$ cat config.mk
export PLATFORM = sky130hd
export DESIGN_NAME = gate_mux_sequencer
export DESIGN_NICKNAME = d
export VERILOG_FILES = /design/src/rtl/gate_mux_sequencer.sv
export SDC_FILE = /design/constraint.sdc
export NUM_CORES = 1
export LEC_CHECK = 0
export CAP_MARGIN = 30
export CORE_ASPECT_RATIO = 0.9
export CORE_MARGIN = 3
export CORE_UTILIZATION = 40
export CTS_BUF_LIST = sky130_fd_sc_hd__clkbuf_8 sky130_fd_sc_hd__clkbuf_16
export DETAILED_ROUTE_END_ITERATION = 10
export HOLD_SLACK_MARGIN = 0.05
export SYNTH_ARGS = -nofsm -noshare
export SYNTH_HDL_FRONTEND = slang
export SYNTH_SLANG_ARGS = --single-unit
$ cat constraint.sdc
create_clock -name clk -period 2.83 [get_ports clk]
set_input_delay 0.566 -clock clk [delete_from_list [all_inputs] [get_ports clk]]
set_output_delay 0.566 -clock clk [all_outputs]
set_load 0.01 [all_outputs]
$ cat src/rtl/gate_mux_sequencer.sv
// gate_mux_sequencer: sweeps all 32 {sel,b,a} vectors through an external
// gate-select datapath and counts results that differ from the expected
// gate function. Each vector is held for DWELL cycles and then sampled.
// Optional feature macro: GATE_SEQ_STEP_EN adds step mode (WAIT_STEP state,
// step/step_mode inputs). When it is undefined, those inputs are ignored and
// the block always free-runs.
module gate_mux_sequencer #(
    parameter int unsigned DWELL = 4
) (
    input  logic       clk,
    input  logic       rst_n,
    input  logic       start,
    input  logic       step,
    input  logic       step_mode,
    input  logic       mux_out,
    output logic [2:0] sel,
    output logic       a,
    output logic       b,
    output logic       busy,
    output logic       done,
    output logic [5:0] err_cnt,
    output logic [4:0] first_err
);

    localparam logic [15:0] DWELL_LAST = 16'(DWELL - 1);

    typedef enum logic [2:0] {
        IDLE,
        DRIVE,
        SAMPLE,
        FIN
`ifdef GATE_SEQ_STEP_EN
        , WAIT_STEP
`endif
    } state_t;

    state_t      state;
    logic [4:0]  idx;
    logic [4:0]  next_idx;
    logic [15:0] dwell_cnt;
    logic        expected;

`ifndef GATE_SEQ_STEP_EN
    logic unused_step_inputs;
    assign unused_step_inputs = step | step_mode;
`endif

    assign next_idx = idx + 5'd1;

    // Expected gate result for the vector currently being driven
    always_comb begin
        expected = 1'b0;
        case (idx[4:2])
            3'd0: expected = ~(idx[1] & idx[0]);
            3'd1: expected =   idx[1] & idx[0];
            3'd2: expected = ~(idx[1] | idx[0]);
            3'd3: expected =   idx[1] | idx[0];
            3'd4: expected =   idx[1] ^ idx[0];
            3'd5: expected = ~(idx[1] ^ idx[0]);
            3'd6: expected =   idx[0];
            3'd7: expected =  ~idx[0];
            default: expected = 1'b0;
        endcase
    end

    // Sweep sequencer FSM; sel/b/a always mirror idx and are updated with it
    always_ff @(posedge clk or negedge rst_n) begin
        if (!rst_n) begin
            state     <= IDLE;
            idx       <= '0;
            dwell_cnt <= '0;
            sel       <= '0;
            a         <= 1'b0;
            b         <= 1'b0;
            busy      <= 1'b0;
            done      <= 1'b0;
            err_cnt   <= '0;
            first_err <= '0;
        end else begin
            case (state)
                IDLE: begin
                    if (start) begin
                        idx       <= '0;
                        sel       <= '0;
                        a         <= 1'b0;
                        b         <= 1'b0;
                        dwell_cnt <= '0;
                        err_cnt   <= '0;
                        first_err <= '0;
                        busy      <= 1'b1;
                        done      <= 1'b0;
                        state     <= DRIVE;
                    end
                end
                DRIVE: begin
                    if (dwell_cnt == DWELL_LAST) begin
                        dwell_cnt <= '0;
                        state     <= SAMPLE;
                    end else begin
                        dwell_cnt <= dwell_cnt + 16'd1;
                    end
                end
                SAMPLE: begin
                    if (mux_out != expected) begin
                        if (err_cnt != 6'd32) begin
                            err_cnt <= err_cnt + 6'd1;
                        end
                        if (err_cnt == 6'd0) begin
                            first_err <= idx;
                        end
                    end
                    if (idx == 5'd31) begin
                        state <= FIN;
`ifdef GATE_SEQ_STEP_EN
                    end else if (step_mode) begin
                        state <= WAIT_STEP;
`endif
                    end else begin
                        idx           <= next_idx;
                        {sel, b, a}   <= next_idx;
                        state         <= DRIVE;
                    end
                end
`ifdef GATE_SEQ_STEP_EN
                WAIT_STEP: begin
                    // Dropping step_mode releases the sweep like a step pulse
                    if (step || !step_mode) begin
                        idx         <= next_idx;
                        {sel, b, a} <= next_idx;
                        state       <= DRIVE;
                    end
                end
`endif
                FIN: begin
                    busy  <= 1'b0;
                    done  <= 1'b1;
                    state <= IDLE;
                end
                default: state <= IDLE;
            endcase
        end
    end

endmodule
Word level (Yosys, flattened, before mapping). Index checks and enable logic that the tools add are counted.

Input bits: 6. Logic and storage cells: 81. Register bits after elaboration: 42. Output and inout bits: 18.

Mux-type cells: 29. Equality and inequality tests: 20. Reductions and logical operators: 12. Bitwise operators: 7. $add $sub $neg: 3.

Operators with widths (count): $mux 16 (2); $pmux 16 s2 (1); $mux 5 (4); $pmux 5 s2 (2); $mux 6 (3); $add 16x1->16 const B (1); $eq 16x2->1 const B (1); $eq 3x2->1 const B (4); $eq 3x3->1 const B (4); $mux 3 (4); $ne 2x2->1 const B (6); $pmux 6 s2 (1); $pmux 3 s3 (1); $pmux 1 s2 (4); $pmux 1 s8 (1); $reduce_and 4->1 (2); $add 6x1->6 const B (1); $eq 3x1->1 const B (2); $logic_not 3->1 (2); $logic_not 6->1 (1); $ne 6x6->1 const B (1); $pmux 3 s2 (1); $reduce_and 2->1 (3); $reduce_bool 2->1 (3); other kinds (10) (16).

Logic depth before layout (Yosys ltp).
Word-level depth: 6. Depth in mapped cells: 7. Gate-level depth less buffers: 7.

Worst setup path after synthesis. No wires, ideal clock.

Kind: reg2reg. Start point: reg idx[0]. End point: reg first_err[4]. Path buffers: 0. Stages on the path, launching flop included: 7. Data required time: 2709 ps. Path slack: 720 ps. Data arrival time: 1989 ps. Clock period less this slack: 2110 ps. Setup time: 121 ps. Cell sequence: dfrtp_1 -> inv_1 -> ha_1 -> mux4_2 -> xnor2_2 -> and2_2 -> a22o_2.

Longest elaborated chain between the ends: 6. Elaborated cells on any way between the ends: 11. Those cells by class: eq/ne (2); mux (1); bitwise (7); reduce/logical (1).

Ends and longest elaborated chain: start, declared (line 38) `logic [4:0] idx;`; start signal, assigned (line 119) `idx <= next_idx;`; $xor 1x1->1 (tied with other cells) (line 58, 59); $not 1->1 (on tied branches) (line 59, 54, 56); $pmux 1 s8 (*) (line 53) `case (idx[4:2])`; $ne 1x1->1 (*) (line 104) `if (mux_out != expected) begin`; $ne 2x2->1 (no line) (*); $reduce_and 4->1 (no line) (*); end signal, assigned (line 109) `first_err <= idx;`; end, declared (line 22) `output logic [4:0] first_err`.

Mark *: on every way between the ends. The rest lies on a longest branch, timed or not. A chain may end at the register's enable or synchronous reset.

Final worst setup path. Ends and elaborated chain as after synthesis.

==> summary.txt <==
Outcome: completed
Syn_nets: 217
CP Cell Sequence: inv_1, ha_1, mux4_2, xnor2_2, a21boi_1, a22o_2
Ys async rst share: 1.00
Sequential share of power: 0.487
Post-route DRC: 0
Reg clk slew, reported paths: 0.08 ns
Clock Path Buffers: 2
Root Buffer: clkbuf_8
Fin nets: 238
Combinational power share: 0.125
Reg area: 901 um2
P_int: 0.000889 W
Crit Reg-Reg Startpoint: idx[0]$_DFFE_PN0P_
Crit path max-delay family: compound AO/OA/AOI/OAI gates
WS Path Type: flop to flop
RSZ-0062 raised after global routing: no
Fin area: 0.00234 mm2
#FFs+latches synth: 36
Synth unique cells: 43
Most frequent cells in the layout: 36 x dfrtp_1, 26 x o21ai_0, 21 x clkdlybuf4s50_1, 17 x nand2_1, 12 x nand3_1
Ports: 24
Setup Viol. Count Final: 0
Synth area leader: dfrtp_1
Floorplan row count: 23
Starting Density: 0.430
Worst Path Arrival: 2.57 ns
PortBufs: 21
Fin crit share: 0.820
Dominant synthesized flop cell: dfrtp_1
First-pass GRT wire length: 7450 um
Setup_tns: 0 ns
Placed cell area: 0.00223 mm2
Synth top area share: 0.455
Slew HR: 0.523
Largest net degree at the start of global routing: 37
Hold Violations, Final: 0
Total length of routed wires: 4430 um
Most common cell after layout, fill and taps aside: dfrtp_1
Area delta synth->final: 18.5%
Max Clock Freq: 431 MHz
Area occupied by multi-input gates: 0.00101 mm2
CTS tree: built
Max IR drop VDD: 466 uV
Grt ovf: 0
# clock sinks: 36
Clk_skew: 0.00957 ns
Instance count on the critical path: 6
Layout cells sized above 1: 0.0969
GRT Overall Usage: 0.167
Post-Place Setup Slack: 0.464 ns
Hold Path Class: flop to flop
DR vias: 1686
Routed len/inst: 15.3 um
Pwr per Cell Area: 507 mW/mm2
Critical Path RT: 3.08 ns
Total die area: 0.00583 mm2
Post-DP HPWL: 3020 um
Area contributors post-synth: dfrtp_1 46%, o21ai_0 6.6%, a22o_1 4.9%, ha_1 3.8%, nand2_1 3.2%
Routed Antenna Nets: 0
Post-Syn Area: 0.00198 mm2
Post-CTS sizing: 0
Avg Vias per Cell: 5.83
Initial antenna violation count: 0
Hold buffers post-CTS: 0
Peak per-stage delay on the critical path: 0.54 ns
Crit-path slowest cell: mux4_2
Number of setup buffers added after CTS: 0
Max Fanout on Critical Path: 7
Cells after Synth: 205
Critical R2R Capture: first_err[4]$_DFFE_PN0P_
Core ar.: 0.00460 mm2
Sequential fraction of the synthesis area: 0.455
Worst Hold Depth: 1
Sum of buffers and inverters on the critical path: 1
Finished Core Util: 0.509
Ant diodes: 0
Die Height: 72.7 um
Reg2Reg Depth: 6
Worst min-delay path startpoint: first_err[1]$_DFFE_PN0P_
Switching power share of the total: 0.251
Setup crit start kind: flop
Net load switching power: 0.000298 W
Leak: 0.952 nW
EDFF count, synth: 0
Die width: 80.1 um
Count of pins over their slew limit: 0
CTS buffer count: 5
DRT Pass-1 Iters: 4
Clock share of power: 0.388
Hold EP: first_err[1]$_DFFE_PN0P_
Number of global-route vias before repair: 1518
Synth Warn #: 0
Final WS setup: 0.508 ns
Tmin final: 2.32 ns
Hold Slack: 0.502 ns
R2r setup slk: 0.51 ns
Syn Area/Cell: 9.65 um2
Slew at the pin closest to its max-slew limit: 0.714 ns
Number of DRC markers in iteration 0: 81
Max-cap violations: 0
Clk_lat worst skew: 0.30 ns
Crit path capture type: flop
GP Congestion: 0.801
Layout fillers: 439
H-tree levels: 2
==> stage by stage <==
| stage | power (W) | instances |
|---|---|---|
| after global placement | 0.000731 | 281 |
| final | 0.00119 | 289 |
| after CTS | 0.00120 | 289 |
| after detailed placement | 0.000738 | 281 |
| after global routing | 0.00124 | 289 |
| after floorplan | 0.000644 | 205 |
==> cells by family (layout without fill, tap and decap cells) <==
group	after synthesis	in the layout	synth area share
fa+ha+maj	6	6	0.0379
simple gates	74	74	0.195
buf+inv	15	37	0.0360
flops	36	36	0.455
xor+xnor	4	4	0.0253
compound gates	68	68	0.233
mux	2	2	0.0171
==> worst max path at each step <==
stage,start,endpoint,slack (ns)
floorplan,idx[0]$_DFFE_PN0P_,first_err[4]$_DFFE_PN0P_,0.72
global placement,start,err_cnt[4]$_DFFE_PN0P_,0.55
detailed placement,start,err_cnt[4]$_DFFE_PN0P_,0.46
CTS,idx[0]$_DFFE_PN0P_,err_cnt[1]$_DFFE_PN0P_,0.51
global route,idx[0]$_DFFE_PN0P_,err_cnt[5]$_DFFE_PN0P_,0.37
finish,idx[0]$_DFFE_PN0P_,first_err[4]$_DFFE_PN0P_,0.51
==> flip-flops by register name, indices dropped and copies added (netlist names) <==
name / count
dwell_cnt: 16
state: 2
idx: 3
done: 1
sel: 2
busy: 1
err_cnt: 6
first_err: 5
==> worst reg2reg max path: stages (launching register included) <==
cell and delay (ns):
dfrtp_1 0.48, inv_1 0.11, ha_1 0.32, mux4_2 0.54, xnor2_2 0.21, a21boi_1 0.40, a22o_2 0.21
==> cells in the mapped netlist, types with 3 or more instances <==
master,number
a21oi_1,4
a22o_1,11
a22o_2,3
a31oi_1,5
and3_1,3
buf_2,3
clkbuf_1,4
dfrtp_1,36
ha_1,6
inv_1,6
nand2_1,17
nand2b_1,4
nand3_1,12
nand4_1,5
nor2_1,11
nor2b_1,4
nor3_1,5
nor4_1,5
o21ai_0,26
o21bai_1,3
o311ai_1,3
o31ai_1,4
==> cell type report <==
class                      count  share of cell area
clock buffer                   5              0.0294
clock inverter                 3              0.0182
inverter                       6             0.00961
multi-input combinational    154               0.429
sequential                    36               0.384
tap                           62              0.0331
timing repair buffer          23              0.0961
==> power groups by stage <==
stage | combinational, W | clock (W) | sequential (W)
floorplan | 0.0000484 | 0 | 0.000596
CTS | 0.000152 | 0.000471 | 0.000578
global route | 0.000162 | 0.000489 | 0.000584
detailed placement | 0.000151 | 0 | 0.000587
global placement | 0.000147 | 0 | 0.000585
finish | 0.000149 | 0.000460 | 0.000578
==> layer usage <==
| metal | vias up | track usage | wire length (um) |
|---|---|---|---|
| li1 | 809 | - | - |
| met3 | 9 | 0.0383 | 177 |
| met4 | 0 | 0.0732 | 90 |
| met2 | 38 | 0.245 | 1990 |
| met1 | 830 | 0.235 | 2170 |
| met5 | - | 0 | 0 |
Power figures use the tool's default switching activity.
